[config.mk]
export PLATFORM = sky130hd
export DESIGN_NAME = instruction_sequencer
export DESIGN_NICKNAME = d
export VERILOG_FILES = /design/src/rtl/instruction_sequencer.sv
export SDC_FILE = /design/constraint.sdc
export NUM_CORES = 1
export LEC_CHECK = 0
export CORE_MARGIN = 2
export CORE_UTILIZATION = 30
export DETAILED_ROUTE_END_ITERATION = 12
export GPL_ROUTABILITY_DRIVEN = 1
export PLACE_DENSITY_LB_ADDON = 0.12
export SLEW_MARGIN = 30
export SYNTH_ARGS = -nofsm -noshare
export SYNTH_HDL_FRONTEND = slang
export SYNTH_SLANG_ARGS = --single-unit
[constraint.sdc]
create_clock -name Clock -period 2.8 [get_ports Clock]
set_clock_uncertainty 0.2 [all_clocks]
set_input_delay 0.28 -clock Clock [delete_from_list [all_inputs] [get_ports Clock]]
set_output_delay 0.28 -clock Clock [all_outputs]
set_load 0.005 [all_outputs]
[src/rtl/instruction_sequencer.sv]
// Multi-cycle instruction sequencer: one-hot enables held for STEPS cycles.
// Optional macro SEQUENCER_ILLEGAL_TRAP_EN makes illegal opcodes trap until reset.
module instruction_sequencer #(
  parameter int OPW = 4,
  parameter int STEPS = 3,
  parameter logic [2**OPW-1:0] VALID_MASK = 16'h93DF
) (
  input  logic                 Clock,
  input  logic                 Resetn,
  input  logic                 Run,
  input  logic [OPW-1:0]       Instr,
  output logic                 Ready,
  output logic [2**OPW-1:0]    En,
  output logic [(STEPS>1 ? $clog2(STEPS) : 1)-1:0] Step,
  output logic                 Busy,
  output logic                 Done,
  output logic                 Illegal
);

  localparam int EW = 2**OPW;
  localparam int SW = (STEPS > 1) ? $clog2(STEPS) : 1;
  localparam logic [SW-1:0] LAST = SW'(STEPS - 1);
  localparam logic [SW-1:0] PENULT = SW'(STEPS - 2);

`ifdef SEQUENCER_ILLEGAL_TRAP_EN
  typedef enum logic [1:0] {
    S_IDLE,
    S_EXEC,
    S_TRAP
  } state_t;
`else
  typedef enum logic [1:0] {
    S_IDLE,
    S_EXEC
  } state_t;
`endif

  state_t          state_q;
  logic [EW-1:0]   en_q;
  logic [SW-1:0]   step_q;
  logic            busy_q;
  logic            done_q;
  logic            ill_q;

  logic            last_step;
  logic            accept;
  logic            legal;

  // Ready depends only on registered state, never on Run/Instr.
  assign last_step = (state_q == S_EXEC) && (step_q == LAST);
  assign Ready     = (state_q == S_IDLE) || last_step;
  assign accept    = Run && Ready;
  assign legal     = VALID_MASK[Instr];

  // Sequencer FSM with registered outputs.
  always_ff @(posedge Clock) begin
    if (!Resetn) begin
      state_q <= S_IDLE;
      en_q    <= '0;
      step_q  <= '0;
      busy_q  <= 1'b0;
      done_q  <= 1'b0;
      ill_q   <= 1'b0;
    end else begin
      unique case (state_q)
`ifdef SEQUENCER_ILLEGAL_TRAP_EN
        S_TRAP: begin
          ill_q <= 1'b1;
        end
`endif
        default: begin
          if (accept && legal) begin
            state_q <= S_EXEC;
            en_q    <= EW'(1) << Instr;
            step_q  <= '0;
            busy_q  <= 1'b1;
            done_q  <= (STEPS == 1);
            ill_q   <= 1'b0;
          end else if (accept) begin
`ifdef SEQUENCER_ILLEGAL_TRAP_EN
            state_q <= S_TRAP;
`else
            state_q <= S_IDLE;
`endif
            en_q    <= '0;
            step_q  <= '0;
            busy_q  <= 1'b0;
            done_q  <= 1'b0;
            ill_q   <= 1'b1;
          end else if (state_q == S_EXEC && !last_step) begin
            step_q  <= step_q + SW'(1);
            done_q  <= (step_q == PENULT);
            ill_q   <= 1'b0;
          end else begin
            state_q <= S_IDLE;
            en_q    <= '0;
            step_q  <= '0;
            busy_q  <= 1'b0;
            done_q  <= 1'b0;
            ill_q   <= 1'b0;
          end
        end
      endcase
    end
  end

  assign En      = en_q;
  assign Step    = step_q;
  assign Busy    = busy_q;
  assign Done    = done_q;
  assign Illegal = ill_q;

endmodule

# After elaboration in Yosys (flattened, before gate mapping)
# Memory sizes are Yosys's and may differ from the RTL's.
# Cells that the tools add are included.
# word_totals
regBits	22
rom_bits	16
inputBits	7
out_inout_bits	22
elab_cells	35
memories	1
# classes
add_sub_neg	1
n_lt_le_gt_ge	1
eq_ne	3
n_shift	1
n_mux	11
bitwise	2
n_reduce_logical	9
# memory_table
memory	words	width	rd	rd_ports_with_merged_regs	write_ports	line_no	source
(name not given)	16	1	1	0	0	53	assign legal = VALID_MASK[Instr];
# ops
cell	n
16-bit 2-to-1 mux	3
1-bit by 4-bit left shift with 16-bit output, first input constant	1
1-bit 2-to-1 mux	8
4-bit by 5-bit < comparator with 1-bit output, second input constant	1
1-bit logical AND	4
4-bit OR reduction	1
3-bit inequality test, second input constant	1
2-bit by 1-bit adder with 2-bit output, second input constant	1
2-bit by 1-bit equality test with 1-bit output, second input constant	1
2-bit equality test, second input constant	1
2-bit logical NOT	1
1-bit inverter	2
2-bit OR reduction	1
1-bit logical NOT	1
1-bit logical OR	1

# Longest topological paths before layout
# depth
ltp_word	7
ltp_mapped	7
mapped_depth_nobuf	5

# Worst setup path before layout
# No wires, ideal clock.
# synth_timing
path_type	register to register
startpoint	reg step_q[0] (netlist: Step[0])
endpoint	reg en_q[4] (netlist: En[4])
setup_ns	0.060
arrival_time_ns	1.346
required_ns	2.540
slack_ns	1.194
stages_incl_launch_ff	8
n_path_buf	2
period_less_slack_ns	1.606
path_cell_list	dfxtp_1 > inv_1 > ha_1 > nor2b_1 > and2_1 > clkbuf_1 > buf_2 > a22o_1
# synth_via
elab_chain_len	6
elab_cells_between_ends	10
classes_between	eq/ne (2); mux (2); reduce/logical (6)
# synth_rtl
item	line_no	source
start, declared	40	logic [SW-1:0] step_q;
start signal, assigned	91	step_q <= step_q + SW'(1);
2-bit equality test (*)	50	assign last_step = (state_q == S_EXEC) && (step_q == LAST);
1-bit logical AND (*)	50	
1-bit logical OR	51	assign Ready = (state_q == S_IDLE) || last_step;
1-bit logical AND	52	assign accept = Run && Ready;
1-bit logical AND / 16-bit 2-to-1 mux (equally long branches)	72, 79	
3-bit inequality test (no source line) / 16-bit 2-to-1 mux (equally long branches)	--	
end signal, assigned	74	en_q <= EW'(1) << Instr;
end, declared	39	logic [EW-1:0] en_q;
# Every way passes the cells marked *; elsewhere a longest branch is shown, timed or not.
# A chain may end at the register's enable or synchronous reset.

# Worst setup path after layout
# layout_timing
startpoint	reg step_q[0] (netlist: Step[0])
endpoint	out Ready
# layout_via
elab_chain_len	3
# layout_rtl
item	line_no	source
2-bit equality test	50	
1-bit logical AND	50	
1-bit logical OR	51	
end, declared	12	output logic Ready,
# No other way between the ends.

==> results.tsv <==
metric	value	unit
cp.arrival	1.74	ns
timing.final.max_slew_violations	0	
grt_first_pass_wirelength	3040	um
postCtsResizedCells	0	
place_congestion	0.773	
leakage_power	0.460	nW
r2r-start	Step[0]	
cts_inserted_buffers	3	
instances_no_fill	134	
max_cap_viol_count	0	
clkTransAtPathRegs	0.12	ns
setup_slack_of_the_worst_register_to_register_path	0.88	ns
power.switching_fraction	25.5	%
layout_worst_path_cycle_share	79.4	%
clock_insertion_delay_worst_skew	0.30	ns
synth_nets	86	
fmaxAchievable	450	MHz
vias_per_cell	4.79	
power.switching	133	uW
cts_setup_buffers	0	
vias	642	
critPathLaunchType	flop	
timing.slew.headroom	63.3	%
min_from	Step[0]	
setup_slack	0.576	ns
fin_setup_tns	0	ns
initial_antenna_violation_count	0	
share_comb_of_total_power	13.2	%
final_setup_fails	0	
port_buffers	28	
drive_above_1_share	9.71	%
cts.sinks	21	
worstHoldPathCells	1	
detailed_place_hpwl	1330	um
critical_path.reg2reg.endpoint	En[6]	
share_seq_of_total_power	58.7	%
postSynthAreaPerCell	11.6	sq um
routed_wire_length_per_instance	13.2	um
pwr_density_cell	441	nW/um^2
hold_slack	0.283	ns
clk_path_buf_depth	2	
global_router_s_overall_resource_usage	12.2	%
flops_latches_synth	21	
timing.critical_path.to_type	output pin	
cp.required	2.32	ns
synth.lib_cells_used.distinct	22	
worst_pin_slew	0.551	ns
antenna-diode-count	0	
yosysSeqAreaShare	49.7	%
dieHeight	57.1	um
clockPowerShare	28.1	%
detail_route.first_pass.iterations	4	
layout_common_cells	28 x clkdlybuf4s50_1, 21 x dfxtp_1, 15 x a22o_1, 6 x ha_1, 5 x inv_1	
detail_route.iter0.violations	16	
cts_tree	built	
num_rows	19	
mostFrequentLayoutCell	clkdlybuf4s50_1	
pre_cts_ws	0.695	ns
period_minus_slack	2.22	ns
detail_route.wirelength	1770	um
netlist_area_before_placement	846	sq um
cts-hold-fix-buffers	0	
dp_cells	130	
ant_nets	0	
post_synth_inst_count	73	
status	complete, no violations	
fp.dieW	57.1	um
design.core.area	2710	sq um
critPathMaxFanout	5	
cts_htree_levels	1	
cts_root_buffer	clkbuf_4	
first_global_vias	633	
path_type_of_the_worst_min_delay_path	flop to flop	
grt_start_max_net_pins	16	
final_hold_viols	0	
gr-total-overflow	0	
route.detailed.drc	0	
initial_core_util	31.2	%
fp.dieArea	3260	sq um
crit_type	flop to output pin	
cell_depth_of_the_worst_flop_to_flop_path	5	
areaGrowthSynthToFinish	40.2	%
io_pins	29	
final_layout_net_count	117	
internal_power	390	uW
synth-warning-count	0	
grt_setup_unrepaired	false	
irDropWorstVdd	0.297	mV
hold-path-endpoint	Step[0]	
==> state kept, by name, summed over array words and instances, names as in the netlist <==
signal,cells
Done,1
En,16
Illegal,1
Step,2
state_q,1
==> layer usage <==
layer  vias to the layer above  track usage, %  share of wire (%)
met5                         -               0                  0
met4                         0            5.98                1.3
met3                         2            4.31                4.1
met2                        16            17.2                 44
met1                       299            16.5                 51
li1                        325               -                  -
==> synthesized netlist by cell type <==
library cell / number / area (sq um)
nor4_4: 2 / 42.5
a22o_1: 15 / 131
nor2_1: 3 / 11.3
nand2b_1: 2 / 12.5
buf_2: 2 / 10.0
nand2_1: 3 / 11.3
a21oi_1: 1 / 5.00
inv_2: 1 / 3.75
a21boi_1: 1 / 7.51
clkbuf_1: 1 / 3.75
nor2b_1: 1 / 6.26
nand3_1: 1 / 5.00
inv_1: 5 / 18.8
mux2i_1: 1 / 10.0
ha_1: 6 / 75.1
nor4_2: 1 / 12.5
a2111oi_1: 1 / 10.0
nor4b_4: 1 / 23.8
dfxtp_1: 21 / 420
and2_1: 1 / 6.26
a31oi_1: 1 / 6.26
and3_1: 2 / 12.5
==> kinds of logic after synthesis <==
family	after synthesis	share of synthesized area, %
AOI/OAI and AO/OA	19	18.9
adders and majority gates	6	8.88
buffers and inverters	9	4.29
DFF	21	49.7
muxes	1	1.18
and+or+nand+nor	17	17.0
==> through the flow <==
stage	utilization (%)	instance area [sq um]	power [mW]
after floorplan	-	846	0.349
after global placement	42.8	1160	0.383
after detailed placement	42.8	1160	0.383
after CTS	43.8	1190	0.534
after global routing	43.8	1190	0.553
final	43.8	1190	0.523
==> worst max-delay path, stage by stage (launching register included) <==
cell and delay (ns):
dfxtp_1 0.40, inv_1 0.06, ha_1 0.19, nor2b_1 0.27
inv_1 0.07, clkdlybuf4s50_1 0.45
==> layout make-up <==
cell class / count / area, sq um
Clock buffer: 3 / 22.5
Clock inverter: 1 / 5.00
Fill cell: 273 / 1520
Inverter: 6 / 22.5
Multi-Input combinational cell: 43 / 389
Sequential cell: 21 / 420
Tap cell: 31 / 38.8
Timing Repair Buffer: 29 / 288
==> worst max path at each step <==
| stage | startpoint | to | slack (ns) |
|---|---|---|---|
| finish | Step[0] | Ready | 0.58 |
| global route | Step[0] | Ready | 0.42 |
| CTS | Step[0] | Ready | 0.52 |
| detailed placement | Instr[1] | En[14] | 0.69 |
| global placement | Instr[1] | Illegal | 0.72 |
| floorplan | Step[0] | En[4] | 1.19 |
==> power groups by stage <==
stage               combinational, mW  clock (mW)  sequential [mW]
global route                   0.0765       0.169            0.308
finish                         0.0691       0.147            0.307
floorplan                      0.0349           0            0.314
CTS                            0.0701       0.157            0.307
global placement               0.0703           0            0.313
detailed placement             0.0697           0            0.313
No activity file was read; power rests on OpenSTA's default activity.
